--- config.mk ---
export PLATFORM = sky130hd
export DESIGN_NAME = regfile_ctrl
export DESIGN_NICKNAME = d
export VERILOG_FILES = /design/src/rtl/regfile_ctrl.sv
export SDC_FILE = /design/constraint.sdc
export NUM_CORES = 1
export LEC_CHECK = 0
export ABC_AREA = 1
export CAP_MARGIN = 20
export CELL_PAD_IN_SITES_DETAIL_PLACEMENT = 0
export CELL_PAD_IN_SITES_GLOBAL_PLACEMENT = 1
export CORE_ASPECT_RATIO = 0.75
export CORE_MARGIN = 5
export CORE_UTILIZATION = 38
export DETAILED_ROUTE_END_ITERATION = 8
export PLACE_DENSITY_LB_ADDON = 0.12
export SKIP_CTS_REPAIR_TIMING = 1
export SYNTH_ARGS = -nofsm -noshare
export SYNTH_HDL_FRONTEND = slang
export SYNTH_SLANG_ARGS = --single-unit
--- constraint.sdc ---
create_clock -name clk -period 3 [get_ports clk]
set_input_delay 0.45 -clock clk [delete_from_list [all_inputs] [get_ports clk]]
set_output_delay 0.45 -clock clk [all_outputs]
set_load 0.01 [all_outputs]
--- src/rtl/regfile_ctrl.sv ---
// regfile_ctrl: operand-fetch / execute / write-back sequencer driving the
// read and write ports of an 8x16 register file.
// One request is taken through a valid/ready handshake in IDLE, up to two
// source registers are read on successive cycles (RDA, RDB), the result is
// computed in EXEC, and it is committed with a single write pulse in WB.
// Optional feature macro: REGFILE_CTRL_SHIFT_EN adds req_shift[1:0], which
// selects a combinational shift of operand B ahead of EXEC.
module regfile_ctrl #(
    parameter int W  = 16,
    parameter int AW = 3
) (
    input  logic          clk,
    input  logic          reset,
    input  logic          req_valid,
    output logic          req_ready,
    input  logic [1:0]    req_op,
    input  logic [AW-1:0] req_rd,
    input  logic [AW-1:0] req_rn,
    input  logic [AW-1:0] req_rm,
    input  logic [W-1:0]  req_imm,
`ifdef REGFILE_CTRL_SHIFT_EN
    input  logic [1:0]    req_shift,
`endif
    output logic [AW-1:0] rf_readnum,
    input  logic [W-1:0]  rf_data_out,
    output logic [AW-1:0] rf_writenum,
    output logic          rf_write,
    output logic [W-1:0]  rf_data_in,
    output logic [W-1:0]  result,
    output logic          z_flag,
    output logic          done
);

    typedef enum logic [2:0] {
        S_IDLE = 3'd0,
        S_RDA  = 3'd1,
        S_RDB  = 3'd2,
        S_EXEC = 3'd3,
        S_WB   = 3'd4
    } state_t;

    localparam logic [1:0] OP_MOV = 2'b00;
    localparam logic [1:0] OP_ADD = 2'b01;
    localparam logic [1:0] OP_AND = 2'b10;
    localparam logic [1:0] OP_MVN = 2'b11;

    state_t          r_state;
    logic [1:0]      r_op;
    logic [AW-1:0]   r_rd;
    logic [AW-1:0]   r_rn;
    logic [AW-1:0]   r_rm;
    logic [W-1:0]    r_imm;
    logic [W-1:0]    r_a;
    logic [W-1:0]    r_b;
    logic            r_ready;
    logic            r_write;
    logic            r_done;
    logic [W-1:0]    r_result;
    logic            r_z;
    logic [AW-1:0]   r_last_readnum;
`ifdef REGFILE_CTRL_SHIFT_EN
    logic [1:0]      r_shift;
`endif

    logic [AW-1:0]   w_readnum;
    logic [W-1:0]    w_b_eff;
    logic [W-1:0]    w_exec_val;

    // Read address: source A in RDA, source B in RDB, otherwise the last value driven.
    always_comb begin
        w_readnum = r_last_readnum;
        case (r_state)
            S_RDA:   w_readnum = r_rn;
            S_RDB:   w_readnum = r_rm;
            default: w_readnum = r_last_readnum;
        endcase
    end

`ifdef REGFILE_CTRL_SHIFT_EN
    // Operand B after the optional one-bit shift (left, logical right, arithmetic right).
    always_comb begin
        w_b_eff = r_b;
        case (r_shift)
            2'b01:   w_b_eff = {r_b[W-2:0], 1'b0};
            2'b10:   w_b_eff = {1'b0, r_b[W-1:1]};
            2'b11:   w_b_eff = {r_b[W-1], r_b[W-1:1]};
            default: w_b_eff = r_b;
        endcase
    end
`else
    // Operand B is used as read from the register file.
    always_comb begin
        w_b_eff = r_b;
    end
`endif

    // Execute-stage result; ADD discards the carry by truncation to W bits.
    always_comb begin
        w_exec_val = '0;
        case (r_op)
            OP_MOV:  w_exec_val = r_imm;
            OP_ADD:  w_exec_val = r_a + w_b_eff;
            OP_AND:  w_exec_val = r_a & w_b_eff;
            OP_MVN:  w_exec_val = ~w_b_eff;
            default: w_exec_val = '0;
        endcase
    end

    // Sequencer: handshake, operand capture, result/flag update and the registered
    // ready/write/done strobes, all advanced together so they stay consistent with state.
    always_ff @(posedge clk or posedge reset) begin
        if (reset) begin
            r_state        <= S_IDLE;
            r_op           <= '0;
            r_rd           <= '0;
            r_rn           <= '0;
            r_rm           <= '0;
            r_imm          <= '0;
            r_a            <= '0;
            r_b            <= '0;
            r_ready        <= 1'b1;
            r_write        <= 1'b0;
            r_done         <= 1'b0;
            r_result       <= '0;
            r_z            <= 1'b0;
            r_last_readnum <= '0;
`ifdef REGFILE_CTRL_SHIFT_EN
            r_shift        <= '0;
`endif
        end else begin
            r_write        <= 1'b0;
            r_done         <= 1'b0;
            r_last_readnum <= w_readnum;
            case (r_state)
                S_IDLE: begin
                    if (req_valid && r_ready) begin
                        r_op    <= req_op;
                        r_rd    <= req_rd;
                        r_rn    <= req_rn;
                        r_rm    <= req_rm;
                        r_imm   <= req_imm;
`ifdef REGFILE_CTRL_SHIFT_EN
                        r_shift <= req_shift;
`endif
                        r_ready <= 1'b0;
                        case (req_op)
                            OP_MOV:  r_state <= S_EXEC;
                            OP_MVN:  r_state <= S_RDB;
                            default: r_state <= S_RDA;
                        endcase
                    end
                end
                S_RDA: begin
                    r_a     <= rf_data_out;
                    r_state <= S_RDB;
                end
                S_RDB: begin
                    r_b     <= rf_data_out;
                    r_state <= S_EXEC;
                end
                S_EXEC: begin
                    r_result <= w_exec_val;
                    r_z      <= (w_exec_val == '0);
                    r_write  <= 1'b1;
                    r_state  <= S_WB;
                end
                S_WB: begin
                    r_ready <= 1'b1;
                    r_done  <= 1'b1;
                    r_state <= S_IDLE;
                end
                default: begin
                    r_ready <= 1'b1;
                    r_state <= S_IDLE;
                end
            endcase
        end
    end

    assign req_ready   = r_ready;
    assign rf_readnum  = w_readnum;
    assign rf_writenum = r_rd;
    assign rf_write    = r_write;
    assign rf_data_in  = r_result;
    assign result      = r_result;
    assign z_flag      = r_z;
    assign done        = r_done;

endmodule

==> results.json <==
{
  "cts.clk_slew.worst_paths_ns": 0.07,
  "cpMostUsedCell": "nand2_1",
  "cp-startpoint": "r_state[2]",
  "ctsLongestPathBuffers": 2,
  "p_leak_nw": 2.88,
  "yosys_warnings": 0,
  "syn_to_final_growth_pct": 25.6,
  "hold_start": "r_last_readnum[0]",
  "cap_violations": 0,
  "syn-cell-area_mm2": 0.00476,
  "period_needed_ns": 2.70,
  "path_delay_family": "buffers and inverters",
  "finalCritPeriodShare": 0.899,
  "start_util": 0.388,
  "grt_max_degree": 51,
  "synth_edf_count": 0,
  "tightestPinTransition_ns": 0.721,
  "yosys-top-cells-area": "dfrtp_1 (44%), nand2_1 (13%), nand3_1 (6.6%), inv_1 (5.8%), mux2_2 (5.7%)",
  "path_max_fanout": 8,
  "die_area_mm2": 0.0149,
  "vias": 4223,
  "synthCells": 610,
  "hold_viol": 0,
  "drive_above_1_share": 0.0845,
  "dpl-instance-area_mm2": 0.00570,
  "synth_top_family_by_area": "simple AND/OR/NAND/NOR gates",
  "whs_ns": 0.483,
  "hpwl_um": 10600,
  "synth_cell_type_count": 27,
  "vdd_drop_max_mv": 0.248,
  "ant_nets": 0,
  "yosys-top-cells-count": "nand2_1 (171), dfrtp_1 (84), inv_1 (74)",
  "min_path_type": "register to register",
  "clockRootBuffer": "clkbuf_16",
  "io_pins": 88,
  "first_iter_violations": 346,
  "die_w_um": 139,
  "port-buffer-count": 87,
  "worstSetupPathType": "register to output port",
  "fin_util": 0.488,
  "ys.flop_type": "dfrtp_1",
  "synth_xor_area_frac": 0,
  "finalWirelength_um": 13700,
  "yosysSeqAreaShare": 0.447,
  "cp.arrival_ns": 2.25,
  "avgSynthCellArea_um2": 7.80,
  "path_cells": "clkinv_1, nand2_1, nor2_1, inv_1, nand2_1, inv_1, nand2_1, nand3_1, clkdlybuf4s50_1",
  "yosysTopAreaCell": "dfrtp_1",
  "reg2reg_setup_slack_ns": 0.67,
  "cts.sinks": 85,
  "reg2reg_depth": 14,
  "core_area_mm2": 0.0123,
  "num_rows": 35,
  "htreeDepth": 3,
  "diodes": 0,
  "rsz0062_at_grt": "false",
  "syn-num-nets": 674,
  "antenna_found_initial": 0,
  "nets": 745,
  "fin_worst_skew_ns": 0.00958,
  "route.detailed.wl_per_inst_um": 16.0,
  "crit_buf_inv": 4,
  "synth_compound_area_frac": 0.0791,
  "status": "complete, no violations",
  "worstHoldPathCells": 2,
  "async_reset_ff_frac": 1.00,
  "yosys.area_share.simple": 0.266,
  "crit-reg2reg-launch": "r_a[0]",
  "overflow": 0,
  "grt_pass1_wl_um": 22300,
  "yosys.area_share.adder": 0.0489,
  "cp-end-kind": "output port",
  "ys_ff_latch": 85,
  "post-route-drc-count": 0,
  "fin_area_mm2": 0.00598,
  "vias_per_cell": 4.96,
  "clock_latency_ns": 0.35,
  "holdPathEnd": "r_last_readnum[0]",
  "cp.depth": 9,
  "slowest_delay_ns": 0.50,
  "r2r_end": "z_flag",
  "gp_congestion": 0.895,
  "critical_path_required_ns": 2.55,
  "grt_pass1_vias": 4147,
  "crit_slowest_cell": "clkdlybuf4s50_1",
  "slew_headroom": 0.519,
  "startpoint_type": "register",
  "drt-pass1-iter-count": 5,
  "power_density_mw_per_mm2": 389,
  "cts_tree": "built",
  "synth_top_area_share": 0.442,
  "tns_ns": 0,
  "finalSetupViolations": 0,
  "gr-usage-all-layers": 0.189,
  "synthMostInstantiatedCell": "nand2_1",
  "n_fill_cell": 1232,
  "slew_violations": 0,
  "die_h_um": 107,
  "max_freq_ghz": 0.371,
  "muxShareOfSynthArea": 0.0568,
  "cts_buffers": 9
}
-- worst reg2reg max path, stage by stage, from the launching register on --
cell and delay, ns:
dfrtp_1 0.39, ha_1 0.28, fa_1 0.46, nand2_1 0.12, nand3_1 0.08, nand3_1 0.10, nand2_1 0.08, nand2_1 0.07
nand3_1 0.12, nand3_1 0.21, nor2_1 0.08, nand3_1 0.08, nor2_1 0.04, nand3_1 0.07, nand2_1 0.05
-- metrics by stage --
step                      setup WS [ns]  power [mW]  std cells
after CTS                         0.293        2.35        852
after detailed placement          0.672        1.28        836
after global placement            0.662        1.27        836
final                             0.303        2.33        852
after global routing             0.0730        2.41        852
after floorplan                   0.358        1.20        610
-- per-layer routing --
layer | share of wire | track usage
met3 | 0.063 | 0.0495
met1 | 0.52 | 0.283
met2 | 0.41 | 0.269
met4 | 0.012 | 0.0482
met5 | 0 | 0
-- worst max-delay path by stage --
stage,endpoint,slack [ns]
floorplan,done,0.36
global placement,z_flag,0.66
detailed placement,rf_readnum[1],0.67
CTS,rf_readnum[2],0.29
global route,rf_readnum[2],0.07
finish,rf_readnum[2],0.30
-- cells by family (layout without fill, tap and decap cells) --
group                    Yosys count  after routing
buffers and inverters            110            186
AND/OR/NAND/NOR                  301            301
adder cells (fa/ha/maj)           18             18
multiplexers                      24             24
flip-flops                        85             85
AO/OA/AOI/OAI                     72             72
-- registers in the layout, summed over array words and instances, names as in the netlist --
| register | count |
|---|---|
| r_rn | 3 |
| r_b | 16 |
| r_imm | 16 |
| rf_write | 1 |
| req_ready | 1 |
| done | 1 |
| r_state | 3 |
| r_rm | 3 |
| z_flag | 1 |
| result | 16 |
| r_a | 16 |
| r_op | 2 |
| r_last_readnum | 3 |
| rf_writenum | 3 |
-- layout make-up --
cell class	instances	area (µm²)	share of cell area
repair buffers	93	928	0.155
clock inverters	7	56.3	0.00941
inverters	77	290	0.0485
clock buffers	9	225	0.0377
well taps	166	208	0.0347
multi-input cells	415	2140	0.359
flip-flops and latches	85	2130	0.356
-- report_power, final --
part	internal (mW)	leakage, nW	switching (mW)
sequential	1.15	0.997	0.00134
combinational	0.0604	1.75	0.0415
clock	0.571	0.137	0.504
-- placed cells by master (no fill, tap or decap), types with 5 or more instances in the layout --
| cell | Yosys | layout |
|---|---|---|
| a21oi_1 | 15 | 15 |
| nand3_1 | 63 | 63 |
| o22ai_1 | 8 | 8 |
| inv_1 | 74 | 73 |
| clkdlybuf4s50_1 | 0 | 87 |
| nor2_1 | 46 | 46 |
| or2_2 | 5 | 5 |
| nand4_1 | 7 | 7 |
| ha_1 | 17 | 17 |
| buf_4 | 17 | 5 |
| clkbuf_16 | 0 | 9 |
| dfrtp_1 | 84 | 84 |
| mux2_2 | 24 | 24 |
| nand2_1 | 171 | 171 |
| o21ai_0 | 45 | 45 |
No activity file was read; power rests on OpenSTA's default activity.
